**src/rtl/arcade_input_pkg.sv**
```systemverilog
// Shared definitions for the arcade control front end: scan codes, direction
// layout, coin sequencer states and the PS/2 key decoder.
package arcade_input_pkg;

  localparam int unsigned CNT_W = 8;
  localparam int unsigned JOY_W = 16;
  localparam int unsigned DIR_W = 4;

  localparam int unsigned JOY_R = 0;
  localparam int unsigned JOY_L = 1;
  localparam int unsigned JOY_D = 2;
  localparam int unsigned JOY_U = 3;

  localparam logic [8:0] SC_UP     = 9'h175;
  localparam logic [8:0] SC_DOWN   = 9'h172;
  localparam logic [8:0] SC_LEFT   = 9'h16B;
  localparam logic [8:0] SC_RIGHT  = 9'h174;
  localparam logic [8:0] SC_FIRE0  = 9'h014;
  localparam logic [8:0] SC_FIRE1  = 9'h029;
  localparam logic [8:0] SC_FIRE2  = 9'h011;
  localparam logic [8:0] SC_FIRE3  = 9'h012;
  localparam logic [8:0] SC_START0 = 9'h005;
  localparam logic [8:0] SC_START1 = 9'h006;
  localparam logic [8:0] SC_START2 = 9'h004;
  localparam logic [8:0] SC_START3 = 9'h00C;
  localparam logic [8:0] SC_COIN0  = 9'h02E;
  localparam logic [8:0] SC_COIN1  = 9'h036;
  localparam logic [8:0] SC_COIN2  = 9'h03D;
  localparam logic [8:0] SC_COIN3  = 9'h03E;

  // Output order {R,L,D,U}: u is bit 0
  typedef struct packed {
    logic r;
    logic l;
    logic d;
    logic u;
  } dirs_t;

  typedef enum logic [1:0] {
    CS_IDLE    = 2'd0,
    CS_ACTIVE  = 2'd1,
    CS_HOLDOFF = 2'd2
  } coin_state_e;

  typedef enum logic [2:0] {
    KK_NONE  = 3'd0,
    KK_DIR   = 3'd1,
    KK_FIRE  = 3'd2,
    KK_START = 3'd3,
    KK_COIN  = 3'd4
  } key_kind_e;

  typedef struct packed {
    key_kind_e  kind;
    logic [1:0] idx;
  } key_dec_t;

  // Direction idx follows dirs_t bit positions (U=0, D=1, L=2, R=3)
  function automatic key_dec_t decode_key(input logic [8:0] code);
    key_dec_t k;
    k.kind = KK_NONE;
    k.idx  = 2'd0;
    case (code)
      SC_UP:     begin k.kind = KK_DIR;   k.idx = 2'd0; end
      SC_DOWN:   begin k.kind = KK_DIR;   k.idx = 2'd1; end
      SC_LEFT:   begin k.kind = KK_DIR;   k.idx = 2'd2; end
      SC_RIGHT:  begin k.kind = KK_DIR;   k.idx = 2'd3; end
      SC_FIRE0:  begin k.kind = KK_FIRE;  k.idx = 2'd0; end
      SC_FIRE1:  begin k.kind = KK_FIRE;  k.idx = 2'd1; end
      SC_FIRE2:  begin k.kind = KK_FIRE;  k.idx = 2'd2; end
      SC_FIRE3:  begin k.kind = KK_FIRE;  k.idx = 2'd3; end
      SC_START0: begin k.kind = KK_START; k.idx = 2'd0; end
      SC_START1: begin k.kind = KK_START; k.idx = 2'd1; end
      SC_START2: begin k.kind = KK_START; k.idx = 2'd2; end
      SC_START3: begin k.kind = KK_START; k.idx = 2'd3; end
      SC_COIN0:  begin k.kind = KK_COIN;  k.idx = 2'd0; end
      SC_COIN1:  begin k.kind = KK_COIN;  k.idx = 2'd1; end
      SC_COIN2:  begin k.kind = KK_COIN;  k.idx = 2'd2; end
      SC_COIN3:  begin k.kind = KK_COIN;  k.idx = 2'd3; end
      default:   ;
    endcase
    return k;
  endfunction

  // 90 degree rotation first, then 180 degree flip
  function automatic dirs_t remap(input dirs_t d, input logic orient, input logic flp);
    dirs_t o;
    dirs_t f;
    o = d;
    if (orient) begin
      o.u = d.l;
      o.d = d.r;
      o.l = d.d;
      o.r = d.u;
    end
    f = o;
    if (flp) begin
      f.u = o.d;
      f.d = o.u;
      f.l = o.r;
      f.r = o.l;
    end
    return f;
  endfunction

endpackage

```
**src/rtl/arcade_coin_seq.sv**
```systemverilog
// Single-channel coin pulse sequencer: fixed-length active-low pulse followed
// by an equal holdoff during which new triggers are dropped.
module arcade_coin_seq
  import arcade_input_pkg::*;
#(
  parameter int unsigned COIN_TICKS    = 4,
  parameter bit          COIN_ON_START = 1'b1
) (
  input  logic clk_i,
  input  logic rst_ni,
  input  logic tick_i,
  input  logic coin_i,
  input  logic start_i,
  output logic coin_n_o
);

  coin_state_e      state_q, state_d;
  logic [CNT_W-1:0] cnt_q, cnt_d;
  logic             coin_prev_q, start_prev_q;
  logic             pend_q, pend_d;
  logic             coin_n_q, coin_n_d;
  logic             trig;

  assign trig = (coin_i & ~coin_prev_q) | (COIN_ON_START & start_i & ~start_prev_q);

  always_comb begin
    state_d = state_q;
    cnt_d   = cnt_q;
    pend_d  = 1'b0;
    case (state_q)
      CS_IDLE: begin
        if (trig || pend_q) begin
          state_d = CS_ACTIVE;
          cnt_d   = CNT_W'(COIN_TICKS);
        end
      end
      CS_ACTIVE: begin
        if (tick_i) begin
          if (cnt_q <= CNT_W'(1)) begin
            state_d = CS_HOLDOFF;
            cnt_d   = CNT_W'(COIN_TICKS);
          end else begin
            cnt_d = cnt_q - CNT_W'(1);
          end
        end
      end
      CS_HOLDOFF: begin
        if (tick_i) begin
          if (cnt_q <= CNT_W'(1)) begin
            // A trigger landing on the IDLE-entry edge is carried one clock
            state_d = CS_IDLE;
            cnt_d   = '0;
            pend_d  = trig;
          end else begin
            cnt_d = cnt_q - CNT_W'(1);
          end
        end
      end
      default: begin
        state_d = CS_IDLE;
        cnt_d   = '0;
      end
    endcase
    coin_n_d = (state_d != CS_ACTIVE);
  end

  always_ff @(posedge clk_i or negedge rst_ni) begin
    if (!rst_ni) begin
      state_q      <= CS_IDLE;
      cnt_q        <= '0;
      coin_prev_q  <= 1'b0;
      start_prev_q <= 1'b0;
      pend_q       <= 1'b0;
      coin_n_q     <= 1'b1;
    end else begin
      state_q      <= state_d;
      cnt_q        <= cnt_d;
      coin_prev_q  <= coin_i;
      start_prev_q <= start_i;
      pend_q       <= pend_d;
      coin_n_q     <= coin_n_d;
    end
  end

  assign coin_n_o = coin_n_q;

endmodule

```
**src/rtl/arcade_input_map.sv**
```systemverilog
// Player-control front end: merges PS/2 keys and joysticks into per-player
// active-low buttons with remap, autofire and coin pulse sequencing.
module arcade_input_map
  import arcade_input_pkg::*;
#(
  parameter int unsigned PLAYERS       = 2,
  parameter int unsigned BUTTONS       = 4,
  parameter int unsigned COIN_TICKS    = 4,
  parameter int unsigned AF_TICKS      = 3,
  parameter bit          COIN_ON_START = 1'b1
) (
  input  logic                                clk_sys,
  input  logic                                reset_n,
  input  logic                                tick,
  input  logic [10:0]                         ps2_key,
  input  logic [JOY_W*PLAYERS-1:0]            joystick,
  input  logic                                orient_horz,
  input  logic                                flip,
  input  logic [PLAYERS-1:0]                  autofire_en,
  output logic [(DIR_W+BUTTONS)*PLAYERS-1:0]  ctrl_n,
  output logic [PLAYERS-1:0]                  start_n,
  output logic [PLAYERS-1:0]                  coin_n
);

  localparam int unsigned CW = DIR_W + BUTTONS;

  logic                         ps2_old_q;
  logic [DIR_W-1:0]             key_dir_q, key_dir_d;
  logic [BUTTONS-1:0]           key_fire_q, key_fire_d;
  logic [PLAYERS-1:0]           key_start_q, key_start_d;
  logic [PLAYERS-1:0]           key_coin_q, key_coin_d;
  logic [CW*PLAYERS-1:0]        ctrl_n_q, ctrl_n_d;
  logic [PLAYERS-1:0]           start_n_q, start_n_d;
  logic [PLAYERS-1:0]           af_prev_q, af_prev_d;
  logic [PLAYERS-1:0]           af_out_q, af_out_d;
  logic [PLAYERS-1:0][CNT_W-1:0] af_cnt_q, af_cnt_d;
  key_dec_t                     ps2_dec;
  logic [PLAYERS-1:0]           unused_joy;

  assign ps2_dec = decode_key(ps2_key[8:0]);

  // Keyboard state: a toggle of bit 10 marks a new make/break event
  always_comb begin
    key_dir_d   = key_dir_q;
    key_fire_d  = key_fire_q;
    key_start_d = key_start_q;
    key_coin_d  = key_coin_q;
    if (ps2_key[10] != ps2_old_q) begin
      case (ps2_dec.kind)
        KK_DIR: key_dir_d[ps2_dec.idx] = ps2_key[9];
        KK_FIRE: begin
          for (int b = 0; b < int'(BUTTONS); b++)
            if (ps2_dec.idx == 2'(b)) key_fire_d[b] = ps2_key[9];
        end
        KK_START: begin
          for (int p = 0; p < int'(PLAYERS); p++)
            if (ps2_dec.idx == 2'(p)) key_start_d[p] = ps2_key[9];
        end
        KK_COIN: begin
          for (int p = 0; p < int'(PLAYERS); p++)
            if (ps2_dec.idx == 2'(p)) key_coin_d[p] = ps2_key[9];
        end
        default: ;
      endcase
    end
  end

  // Per-player merge, remap and autofire on fire0
  always_comb begin
    logic [DIR_W-1:0]   raw_v;
    dirs_t              dir_v;
    logic [BUTTONS-1:0] fire_v;
    raw_v     = '0;
    dir_v     = '0;
    fire_v    = '0;
    ctrl_n_d  = '1;
    start_n_d = '1;
    af_prev_d = af_prev_q;
    af_out_d  = af_out_q;
    af_cnt_d  = af_cnt_q;
    for (int p = 0; p < int'(PLAYERS); p++) begin
      raw_v = {joystick[p*JOY_W + JOY_R], joystick[p*JOY_W + JOY_L],
               joystick[p*JOY_W + JOY_D], joystick[p*JOY_W + JOY_U]}
              | ((p == 0) ? key_dir_q : '0);
      dir_v  = remap(dirs_t'(raw_v), orient_horz, flip);
      fire_v = joystick[p*JOY_W + DIR_W +: BUTTONS] | ((p == 0) ? key_fire_q : '0);

      af_prev_d[p] = fire_v[0];
      if (!fire_v[0]) begin
        af_out_d[p] = 1'b0;
        af_cnt_d[p] = '0;
      end else if (!af_prev_q[p]) begin
        af_out_d[p] = 1'b1;
        af_cnt_d[p] = CNT_W'(AF_TICKS);
      end else if (tick) begin
        if (af_cnt_q[p] <= CNT_W'(1)) begin
          af_out_d[p] = ~af_out_q[p];
          af_cnt_d[p] = CNT_W'(AF_TICKS);
        end else begin
          af_cnt_d[p] = af_cnt_q[p] - CNT_W'(1);
        end
      end
      if (autofire_en[p]) fire_v[0] = af_out_d[p];

      ctrl_n_d[p*CW +: CW] = ~{fire_v, dir_v};
      start_n_d[p]         = ~key_start_q[p];
    end
  end

  always_ff @(posedge clk_sys or negedge reset_n) begin
    if (!reset_n) begin
      ps2_old_q   <= 1'b0;
      key_dir_q   <= '0;
      key_fire_q  <= '0;
      key_start_q <= '0;
      key_coin_q  <= '0;
      ctrl_n_q    <= '1;
      start_n_q   <= '1;
      af_prev_q   <= '0;
      af_out_q    <= '0;
      af_cnt_q    <= '0;
    end else begin
      ps2_old_q   <= ps2_key[10];
      key_dir_q   <= key_dir_d;
      key_fire_q  <= key_fire_d;
      key_start_q <= key_start_d;
      key_coin_q  <= key_coin_d;
      ctrl_n_q    <= ctrl_n_d;
      start_n_q   <= start_n_d;
      af_prev_q   <= af_prev_d;
      af_out_q    <= af_out_d;
      af_cnt_q    <= af_cnt_d;
    end
  end

  assign ctrl_n  = ctrl_n_q;
  assign start_n = start_n_q;

  for (genvar g = 0; g < int'(PLAYERS); g++) begin : g_player
    arcade_coin_seq #(
      .COIN_TICKS    (COIN_TICKS),
      .COIN_ON_START (COIN_ON_START)
    ) u_coin (
      .clk_i    (clk_sys),
      .rst_ni   (reset_n),
      .tick_i   (tick),
      .coin_i   (key_coin_q[g]),
      .start_i  (key_start_q[g]),
      .coin_n_o (coin_n[g])
    );
    // Joystick bits above the fire buttons carry nothing for this block
    assign unused_joy[g] = ^joystick[g*JOY_W + CW +: JOY_W - CW];
  end

endmodule

```
**config.mk**
```make
export PLATFORM = sky130hd
export DESIGN_NAME = arcade_input_map
export DESIGN_NICKNAME = d
export VERILOG_FILES = /design/src/rtl/arcade_input_pkg.sv /design/src/rtl/arcade_coin_seq.sv /design/src/rtl/arcade_input_map.sv
export SDC_FILE = /design/constraint.sdc
export NUM_CORES = 1
export LEC_CHECK = 0
export CAP_MARGIN = 20
export CORE_UTILIZATION = 40
export DETAILED_ROUTE_END_ITERATION = 16
export GPL_ROUTABILITY_DRIVEN = 0
export GPL_TIMING_DRIVEN = 0
export PLACE_DENSITY_LB_ADDON = 0.08
export SLEW_MARGIN = 20
export SYNTH_ARGS = -nofsm -noshare
export SYNTH_HDL_FRONTEND = slang
export SYNTH_SLANG_ARGS = --single-unit
export TNS_END_PERCENT = 20
```
**constraint.sdc**
```tcl
create_clock -name clk_sys -period 3.9 [get_ports clk_sys]
set_input_delay 1.17 -clock clk_sys [delete_from_list [all_inputs] [get_ports clk_sys]]
set_output_delay 1.17 -clock clk_sys [all_outputs]
set_load 0.05 [all_outputs]
```
==> metrics.log <==
INFO  metric run_status = finished clean
INFO  metric final-setup-viol-count = 0
INFO  metric coreArea = just over 10000 um^2
INFO  metric synth_seq_cells = 79
INFO  metric netlist_instances = roughly 420
INFO  metric crit_slowest_cell = sky130_fd_sc_hd__clkdlybuf4s50_1
INFO  metric count_of_hold_fix_buffers_inserted_at_cts = 0
INFO  metric cts-htree-levels = 3
INFO  metric post-dp-hpwl = just under 6000 um
INFO  metric clock_buffer_depth = 2
INFO  metric final-instance-count-excl-fill = 620
INFO  metric drtIter0Drc = between 60 and 70
INFO  metric wl = just over 8000 um
INFO  metric pin_count_of_the_biggest_net_entering_global_routing = 42
INFO  metric postSynth.asyncResetShare = 1.000
INFO  metric final_area = slightly above 5000 um^2
INFO  metric fin_nets = 537
INFO  metric drc = 0
INFO  metric place_ws = ~0.56 ns
INFO  metric worst_setup_path_start_kind = input pin
INFO  metric numCtsBuffers = 9
INFO  metric finalWorstPathRequiredPeriod = roughly 3.0 ns
INFO  metric tightestPinTransition = 0.5198 ns
INFO  metric finalHoldViolations = 0
INFO  metric headroom_to_the_max_slew_limit = 0.6524
INFO  metric first_global_vias = ~3.1k
INFO  metric filler_cell_count = ~940
INFO  metric post_cts.repair.setup_buffers = 0
INFO  metric whs_endpoint = ctrl_n[7]$_DFF_PN1_
INFO  metric dp_cells = 604
INFO  metric row_count = 37
INFO  metric setup.reg_to_reg.worst_slack = between 1.5 and 2 ns
INFO  metric synth.yosys.seq_area_share = 0.4685
INFO  metric final_layout_worst_hold_slack = 0.3936 ns
INFO  metric power-per-cell-area = around 470 nW/um^2
INFO  metric path_max_fanout = 10
INFO  metric critical_path.reg2reg.startpoint = g_player[0].u_coin.cnt_q[2]$_DFFE_PN0P_
INFO  metric finalCritPeriodShare = 0.7577
INFO  metric power.ir.vdd_worst = around 220 uV
INFO  metric number_of_enable_type_register_cells_in_the_synthesized_netlist = 0
INFO  metric floorplan.die.width = 105.4 um
INFO  metric synth_flop_cell = sky130_fd_sc_hd__dfrtp_1
INFO  metric dieArea = 11100 um^2
INFO  metric timing.max_cap.violations = 0
INFO  metric root_buffer = sky130_fd_sc_hd__clkbuf_8
INFO  metric share_of_post_route_cells_with_drive_strength_above_1 = 0.1612
INFO  metric grt_antenna_before_repair = 0
INFO  metric holdPathStages = 1
INFO  metric vias_per_cell = between 5 and 6
INFO  metric timing.critical_path.arrival = approximately 3.2 ns
INFO  metric hold_path_class = reg -> reg
INFO  metric synthesis.yosys.warnings = 0
INFO  metric start_point_of_the_worst_min_delay_path = key_fire_q[3]$_DFFE_PN0P_
INFO  metric dieHeight = 105.4 um
INFO  metric syn-cell-area = 4273 um^2
INFO  metric vias = between 3k and 4k
INFO  metric postLayoutSetupSlackWorst = between 0.9 and 1 ns
INFO  metric power_leakage = 2.189 nW
INFO  metric number_of_antenna_repair_diodes = 0
INFO  metric top_level_ports = 70
INFO  metric ant_nets_after_route = 0
INFO  metric synth_nets = ~480
INFO  metric overflow = 0
INFO  metric start_util = 0.4139
INFO  metric grt_setup_unrepaired = false
INFO  metric postPlaceCellArea = between 4000 and 5000 um^2
INFO  metric grt_pass1_wl = 14450 um
INFO  metric r2r_end = g_player[0].u_coin.cnt_q[6]$_DFFE_PN0P_
INFO  metric synth_cell_types = about 70
INFO  metric first_pass_iters = 4
INFO  metric required = between 4 and 5 ns
INFO  metric numClockSinks = 79
INFO  metric clock-skew-final = 0.006931 ns
INFO  metric path_clk_slew = around 0.08 ns
INFO  metric timing.critical_path.to_type = register
INFO  metric timing_worst_setup_path_type = in -> reg
INFO  metric synthesis.area_per_instance = just over 10 um^2
INFO  metric fmaxAchievable = between 0.3 and 0.4 GHz
INFO  metric crit_chain = clkdlybuf4s50_1 > buf_2 > xor2_1 > o2111ai_1 > o211a_1 > nor3_1 > mux2_1
INFO  metric io_buffer_count = 50
INFO  metric post_cts_resized = 0
INFO  metric worst_r2r_path_depth = 6
INFO  metric avgRoutedWirePerCell = between 10 and 15 um
INFO  metric max_stage_delay = ~0.57 ns
INFO  metric clk_latency = roughly 0.36 ns
INFO  metric track_usage = 0.1623
INFO  metric cts_tree = built
INFO  metric syn2layout_area_growth = 20.91%
INFO  metric maxSlewViolCount = 0
==> registers in the layout, indices dropped and copies added, names as in the netlist <==
register	count
key_dir_q	4
g_player.u_coin.coin_n_o	2
ps2_old_q	1
key_coin_q	2
key_start_q	2
g_player.u_coin.cnt_q	16
g_player.u_coin.state_q	4
af_prev_q	2
af_out_q	2
ctrl_n	16
g_player.u_coin.start_prev_q	2
g_player.u_coin.coin_prev_q	2
g_player.u_coin.pend_q	2
af_cnt_q	16
key_fire_q	4
start_n	2
==> worst max path at each step <==
stage,startpoint,to,slack (ns),depth (start not counted)
floorplan,ps2_key[3],key_fire_q[0]$_DFFE_PN0P_,1.19,6
global placement,reset_n,g_player[0].u_coin.cnt_q[7]$_DFFE_PN0P_,-1.24,1
detailed placement,ps2_key[0],key_fire_q[2]$_DFFE_PN0P_,0.56,7
CTS,g_player[0].u_coin.coin_n_o$_DFF_PN1_,coin_n[0],0.94,2
global route,ps2_key[0],key_fire_q[2]$_DFFE_PN0P_,0.79,7
finish,ps2_key[0],key_fire_q[2]$_DFFE_PN0P_,0.94,7
==> logic make-up after synthesis <==
family                   count (synthesis)  synth area share
XOR/XNOR                                21           0.04304
multiplexers                            21           0.06384
buffers and inverters                   45           0.05066
AND/OR/NAND/NOR                        155            0.2015
flip-flops                              79            0.4685
AO/OA/AOI/OAI                           88            0.1490
adder cells (fa/ha/maj)                  8           0.02343
==> metrics by stage <==
step / utilization / power (W) / setup TNS (ns)
after floorplan: - / 0.001620 / 0
after global placement: 0.4789 / 0.001806 / -78.21
after detailed placement: 0.4805 / 0.001825 / 0
after CTS: 0.5004 / 0.002472 / 0
after global routing: 0.5004 / 0.002610 / 0
final: 0.5004 / 0.002433 / 0
==> cells in the final DEF (no fill, tap or decap), types with 3 or more instances in the layout <==
| cell type | Yosys | layout |
|---|---|---|
| sky130_fd_sc_hd__dfrtp_1 | 59 | 59 |
| sky130_fd_sc_hd__clkdlybuf4s50_1 | 0 | 49 |
| sky130_fd_sc_hd__nor2_1 | 47 | 47 |
| sky130_fd_sc_hd__inv_1 | 28 | 28 |
| sky130_fd_sc_hd__nand2_1 | 22 | 22 |
| sky130_fd_sc_hd__a21oi_1 | 22 | 22 |
| sky130_fd_sc_hd__o21ai_0 | 22 | 22 |
| sky130_fd_sc_hd__dfstp_2 | 20 | 20 |
| sky130_fd_sc_hd__nor3_1 | 17 | 17 |
| sky130_fd_sc_hd__xor2_1 | 16 | 16 |
| sky130_fd_sc_hd__mux2_1 | 10 | 10 |
| sky130_fd_sc_hd__clkbuf_8 | 0 | 9 |
| sky130_fd_sc_hd__nand2b_1 | 8 | 8 |
| sky130_fd_sc_hd__nand4_1 | 8 | 8 |
| sky130_fd_sc_hd__nand3_1 | 8 | 8 |
| sky130_fd_sc_hd__ha_1 | 8 | 8 |
| sky130_fd_sc_hd__mux2i_1 | 7 | 7 |
| sky130_fd_sc_hd__buf_4 | 6 | 7 |
| sky130_fd_sc_hd__clkbuf_1 | 6 | 6 |
| sky130_fd_sc_hd__xnor2_1 | 5 | 5 |
| sky130_fd_sc_hd__and2_1 | 4 | 4 |
| sky130_fd_sc_hd__mux4_2 | 4 | 4 |
| sky130_fd_sc_hd__nor2b_1 | 4 | 4 |
| sky130_fd_sc_hd__o211ai_1 | 4 | 4 |
| sky130_fd_sc_hd__nand4b_1 | 4 | 4 |
| sky130_fd_sc_hd__buf_6 | 3 | 3 |
| sky130_fd_sc_hd__nor3_2 | 3 | 3 |
| sky130_fd_sc_hd__a21boi_0 | 3 | 3 |
| sky130_fd_sc_hd__and3_1 | 3 | 3 |
| sky130_fd_sc_hd__o2111ai_1 | 3 | 3 |
| sky130_fd_sc_hd__o21ai_1 | 3 | 3 |
| sky130_fd_sc_hd__o31ai_1 | 3 | 3 |
| sky130_fd_sc_hd__o21ai_2 | 3 | 3 |
| sky130_fd_sc_hd__clkinv_4 | 0 | 3 |
==> where the power goes <==
group	internal [W]	switching (W)	total (W)	leakage, nW
Sequential	0.000950	0.000124	0.00107	0.962
Combinational	0.000317	0.000411	0.000729	1.13
Clock	0.000303	0.000326	0.000629	0.100
Total	0.00157	0.000862	0.00243	2.19
==> area by class of cell <==
| type | instances | area, um^2 | area share |
|---|---|---|---|
| clock inverter | 7 | 81.33 | 0.01574 |
| tap | 136 | 170.2 | 0.03294 |
| timing repair buffer | 51 | 518.0 | 0.1003 |
| clock buffer | 9 | 123.9 | 0.02398 |
| multi-input combinational | 293 | 2054 | 0.3977 |
| buffer | 17 | 111.4 | 0.02155 |
| inverter | 28 | 105.1 | 0.02034 |
| sequential | 79 | 2002 | 0.3875 |
==> cells in the mapped netlist, drive strengths merged (2+ instances only) <==
library cell / n / area [um^2]
o21bai: 2 / 15.01
mux4: 4 / 90.09
xor2: 16 / 140.1
nor2b: 4 / 25.02
a21o: 2 / 15.01
or4: 2 / 18.77
nand2b: 8 / 50.05
nor4b: 2 / 17.52
nand2: 22 / 82.58
o41ai: 2 / 32.53
or3: 2 / 12.51
ha: 8 / 100.1
clkbuf: 6 / 22.52
and3b: 2 / 17.52
xnor2: 5 / 43.79
or2: 4 / 25.02
nor3b: 3 / 27.52
and2: 4 / 25.02
nand3: 8 / 40.04
buf: 11 / 88.83
a21oi: 22 / 110.1
dfstp: 20 / 525.5
a22oi: 2 / 15.01
dfrtp: 59 / 1476
inv: 28 / 105.1
a221oi: 2 / 23.77
and4: 2 / 17.52
nor2: 47 / 176.4
a31o: 2 / 17.52
a21boi: 3 / 22.52
o22ai: 2 / 12.51
nor3: 21 / 131.4
nand3b: 2 / 15.01
nor4: 3 / 33.78
and3: 3 / 18.77
nand4: 8 / 50.05
o211ai: 4 / 30.03
mux2: 10 / 112.6
o21ai: 28 / 151.4
mux2i: 7 / 70.07
o2111ai: 4 / 41.29
nand4b: 4 / 35.03
o31ai: 6 / 77.57
==> layer usage <==
layer | part of all wire | track usage
met2 | 0.49 | 0.2655
met5 | 0 | 0
met3 | 0.045 | 0.05257
met4 | 0.010 | 0.04225
met1 | 0.46 | 0.2066
==> worst max-delay path: cells and delay by family <==
family	cells	cell delay [ns]
compound gates	2	0.42
xor+xnor	1	0.21
buf+inv	2	0.85
mux	1	0.34
simple gates	1	0.21
Power figures use the tool's default switching activity.
